==> config.mk <==
export PLATFORM = sky130hd
export DESIGN_NAME = linear_cordic_vectoring_mode
export DESIGN_NICKNAME = d
export VERILOG_FILES = /design/src/rtl/linear_cordic_vectoring_mode.sv
export SDC_FILE = /design/constraint.sdc
export NUM_CORES = 2
export LEC_CHECK = 0
export CORE_UTILIZATION = 60
export DETAILED_ROUTE_END_ITERATION = 7
export PLACE_DENSITY = 0.73
export SLEW_MARGIN = 40
export SYNTH_ARGS = -nofsm -noshare
export SYNTH_HDL_FRONTEND = slang
export SYNTH_SLANG_ARGS = --single-unit
==> constraint.sdc <==
create_clock -name clk -period 8.22 [get_ports clk]
set_input_delay 1.644 -clock clk [delete_from_list [all_inputs] [get_ports clk]]
set_output_delay 1.644 -clock clk [all_outputs]
set_load 0.02 [all_outputs]
==> src/rtl/linear_cordic_vectoring_mode.sv <==
// 16-stage pipelined linear CORDIC, vectoring mode: Z_O = Z_i + Y_i / X_i.
// Q1.14 datapath, one sample per clock, valid and divide-error carried down the pipe.
module linear_cordic_vectoring_mode (
    input  logic               clk,
    input  logic               reset,
    input  logic               in_valid,
    input  logic signed [15:0] X_i,
    input  logic signed [15:0] Y_i,
    input  logic signed [15:0] Z_i,
    output logic               out_valid,
    output logic signed [15:0] X_O,
    output logic signed [15:0] Y_O,
    output logic signed [15:0] Z_O,
    output logic               div_err
);

    localparam int N = 16;
    localparam int W = 16;
    localparam logic signed [W-1:0] ONE_Q14 = 16'sd16384;

    logic signed [W-1:0] r_x [N];
    logic signed [W-1:0] r_y [N];
    logic signed [W-1:0] r_z [N];
    logic [N-1:0]        r_v;
    logic [N-1:0]        r_e;

    logic signed [W-1:0] w_xin [N];
    logic signed [W-1:0] w_yin [N];
    logic signed [W-1:0] w_zin [N];
    logic signed [W-1:0] w_xsh [N];
    logic signed [W-1:0] w_zsh [N];
    logic signed [W-1:0] w_ynx [N];
    logic signed [W-1:0] w_znx [N];
    logic [N-1:0]        w_vin;
    logic [N-1:0]        w_ein;
    logic                w_e0;

    assign w_e0  = in_valid & (X_i[W-1] | (X_i == '0));
    assign w_vin = {r_v[N-2:0], in_valid};
    assign w_ein = {r_e[N-2:0], w_e0};

    always_comb begin
        w_xin[0] = X_i;
        w_yin[0] = Y_i;
        w_zin[0] = Z_i;
        for (int k = 1; k < N; k++) begin
            w_xin[k] = r_x[k-1];
            w_yin[k] = r_y[k-1];
            w_zin[k] = r_z[k-1];
        end
        // Y sign picks the direction that pulls the residual toward zero
        for (int k = 0; k < N; k++) begin
            w_xsh[k] = w_xin[k] >>> k;
            w_zsh[k] = ONE_Q14 >>> k;
            if (w_yin[k][W-1]) begin
                w_ynx[k] = w_yin[k] + w_xsh[k];
                w_znx[k] = w_zin[k] - w_zsh[k];
            end else begin
                w_ynx[k] = w_yin[k] - w_xsh[k];
                w_znx[k] = w_zin[k] + w_zsh[k];
            end
        end
    end

    always_ff @(posedge clk or negedge reset) begin
        if (!reset) begin
            r_v <= '0;
            r_e <= '0;
            for (int k = 0; k < N; k++) begin
                r_x[k] <= '0;
                r_y[k] <= '0;
                r_z[k] <= '0;
            end
        end else begin
            r_v <= w_vin;
            for (int k = 0; k < N; k++) begin
                if (w_vin[k]) begin
                    r_x[k] <= w_xin[k];
                    r_y[k] <= w_ynx[k];
                    r_z[k] <= w_znx[k];
                    r_e[k] <= w_ein[k];
                end
            end
        end
    end

    assign out_valid = r_v[N-1];
    assign div_err   = r_e[N-1];
    assign X_O       = r_x[N-1];
    assign Y_O       = r_y[N-1];
    assign Z_O       = r_z[N-1];

endmodule
==> impl_metrics.py <==
metrics = {
    "detailed_routing": {
        "drt_iter0_drc": 1394,
        "ant_nets": 0,
        "drt_wl_total_mm": 94.2,
        "firstDrtPassIters": 5,
        "drcViolationCount": 0,
        "vias": 31400,
        "wl_per_cell_um": 17.2,
        "via_per_inst": 5.73,
    },
    "clock_network": {
        "postCtsSetupBuffers": 0,
        "cts.sinks": 800,
        "cts_resized": 0,
        "numCtsBuffers": 86,
        "htree_levels": 3,
        "cts_tree": "yes",
        "path_clk_slew_ns": 0.07,
        "cts_hold_buf": 0,
        "cts_root_buf": "clkbuf_16",
        "cts_buffer_depth": 3,
        "insertion_delay_ns": 0.64,
    },
    "cells_and_area": {
        "final_common_cell": "dfrtp_1",
        "layout.nets": 4856,
        "syn_to_final_growth_pct": 10.2,
        "drive_gt1_share_pct": 19.9,
        "final_cell_mix": "dfrtp_1 (783), mux2_2 (646), ha_1 (406)",
        "antennaDiodeCount": 0,
        "fillers": 5929,
    },
    "timing": {
        "finalClockSkew_ns": 0.0291,
        "setup_viol": 0,
        "final-hold-violation-count": 0,
        "report.final.slew_viol_count": 0,
        "setup_tns_ns": 0,
        "slew_headroom_pct": 44.3,
        "fin_crit_sh_pct": 59.6,
        "rsz0062_at_grt": "false",
        "fmax_mhz": 204,
        "period_minus_slack_ns": 4.90,
        "tightest_slew_ns": 0.835,
    },
    "critical_path": {
        "cp.required_ns": 8.74,
        "cp_max_fo": 5,
        "startpoint_type": "primary input",
        "crit_arrival_ns": 5.42,
        "cp_cell_sequence": "clkdlybuf4s50_1 -> inv_1 -> ha_1 -> and2_1 -> nor2_1 -> xor2_1 -> ha_1 -> a21oi_1 -> nor3b_1 -> o211ai_1 -> a31oi_1 -> o21ai_1 -> a2111o_1 -> a31o_1 -> xnor2_1 -> mux2_2",
        "end_kind": "register",
        "max_stage_delay_ns": 0.57,
        "crit_slowest_cell": "clkdlybuf4s50_1",
        "critPathKind": "primary input to register",
        "cpMostUsedCell": "ha_1",
    },
    "die": {
        "die_h_um": 283,
        "num_io_pins": 101,
        "core-area_um2": 77700,
        "die_w_um": 283,
        "num_rows": 102,
        "dieArea_um2": 80000,
        "start_util_pct": 60.9,
    },
    "yosys": {
        "ys_warn_count": 0,
        "synthArstFlopShare_pct": 100,
        "synth_area_um2": 47300,
        "ys_ff_latch": 800,
        "synth_area_per_cell_um2": 11.0,
        "synth_ff_type": "dfrtp_1",
        "synth-edff-count": 0,
        "ys_types": 80,
        "synth_top_area_share_pct": 42.3,
        "netlist_instances": 4308,
        "synth.area.top_cells": "dfrtp_1 (42%), mux2_2 (15%), ha_1 (11%), xnor2_1 (4.8%), a21oi_1 (2.9%)",
        "synth_nets": 4795,
        "ys_seq_area_share_pct": 42.3,
        "synth_largest_area_cell": "dfrtp_1",
    },
    "run": {
        "maxCapViolations": 0,
    },
    "grt": {
        "grt_pass1_vias": 31900,
        "track_usage_pct": 24.0,
        "antenna_found_initial": 1,
        "overflow": 0,
        "grt_pass1_wl_mm": 161,
        "grt_max_degree": 157,
    },
    "place": {
        "place.gp.congestion": 0.859,
        "place.detailed.hpwl_mm": 70.5,
        "io_buffers": 100,
    },
    "worst_hold_path": {
        "hp-class": "register to register",
    },
    "run_status": {
        "status": "finished clean",
    },
}
state kept, by name, summed over array words and instances (netlist names):
signal  flops
X_O        16
Z_O        16
r_e        16
r_x       240
Y_O        16
r_z       240
r_v        16
r_y       240
kinds of logic (layout without fill, tap and decap cells):
group	after synthesis	count (layout)	share of synthesized area [%]
xor gates and xnor gates	404	404	7.47
buffers and inverters	334	465	3.03
adders and majority gates	436	436	12.0
muxes	677	677	16.0
AOI/OAI and AO/OA	824	824	11.2
and+or+nand+nor	833	833	8.00
DFF	800	800	42.3
metrics by stage:
stage | cells | setup WS, ns | util [%] | cell area, µm² | hold WS (ns)
after floorplan | 4308 | 3.63 | - | 47300 | 0.352
after global placement | 5317 | 2.76 | 63.3 | 49200 | 0.454
after detailed placement | 5320 | 2.73 | 63.4 | 49200 | 0.453
after CTS | 5478 | 3.38 | 67.1 | 52100 | 0.461
after global routing | 5479 | 2.98 | 67.1 | 52200 | 0.476
final | 5479 | 3.32 | 67.1 | 52200 | 0.457
final cells by class:
cell class,instances,area (µm²),share of cell area [%]
multi-input combinational,3174,25900,49.7
inverter,171,642,1.23
sequential,800,20000,38.4
clock inverter,35,340,0.653
timing repair buffer,136,1390,2.67
tap,1040,1300,2.50
clock buffer,123,2530,4.86
critical path: cells and delay by family:
family,cells,cell delay [ns]
simple gates,3,0.56
buf+inv,2,0.64
compound gates,6,1.51
fa+ha+maj,2,0.48
xor+xnor,2,0.32
mux,1,0.25
worst paths after layout:
kind	cells after the start	to	slack, ns	start
max	16	r_y[255]$_DFFE_PN0P_	3.32	X_i[0]
min	1	r_z[118]$_DFFE_PN0P_	0.46	r_z[134]$_DFFE_PN0P_
max reg2reg	13	r_y[111]$_DFFE_PN0P_	4.05	r_y[127]$_DFFE_PN0P_
min reg2reg	1	r_z[118]$_DFFE_PN0P_	0.46	r_z[134]$_DFFE_PN0P_
max in group asynchronous	3	r_v[1]$_DFF_PN0_	5.60	reset
min in group asynchronous	1	r_z[47]$_DFFE_PN0P_	1.00	reset
synthesized netlist by cell type, types with 7 or more instances:
master and number:
a211o_1 7, a211oi_1 23, a21o_1 97, a21oi_1 270
a31o_1 13, a31oi_1 38, and2_1 7, and3_1 14
buf_1 18, buf_4 48, clkbuf_1 97, clkinv_1 7
dfrtp_1 800, fa_1 30, ha_1 406, inv_1 164
mux2_2 646, mux2i_1 31, nand2_1 243, nand2b_1 27
nand3_1 43, nand3b_1 8, nand4_1 15, nor2_1 294
nor2b_1 32, nor3_1 77, nor4_1 15, o211ai_1 18
o21a_1 29, o21ai_0 128, o21ai_1 58, o21bai_1 31
o31ai_1 9, o41ai_1 7, o41ai_2 7, or2_2 10
or3_1 20, or4_1 7, xnor2_1 260, xor2_1 144
layer usage:
layer / routed length [µm] / track usage [%]
met1: 42500 / 31.5
met2: 47200 / 42.1
met3: 2290 / 2.52
met4: 2250 / 6.92
met5: 0 / 0
Power is left out: the tool's default activity adds up to more than one toggle a clock period on the data nets, which glitch-free logic cannot reach.
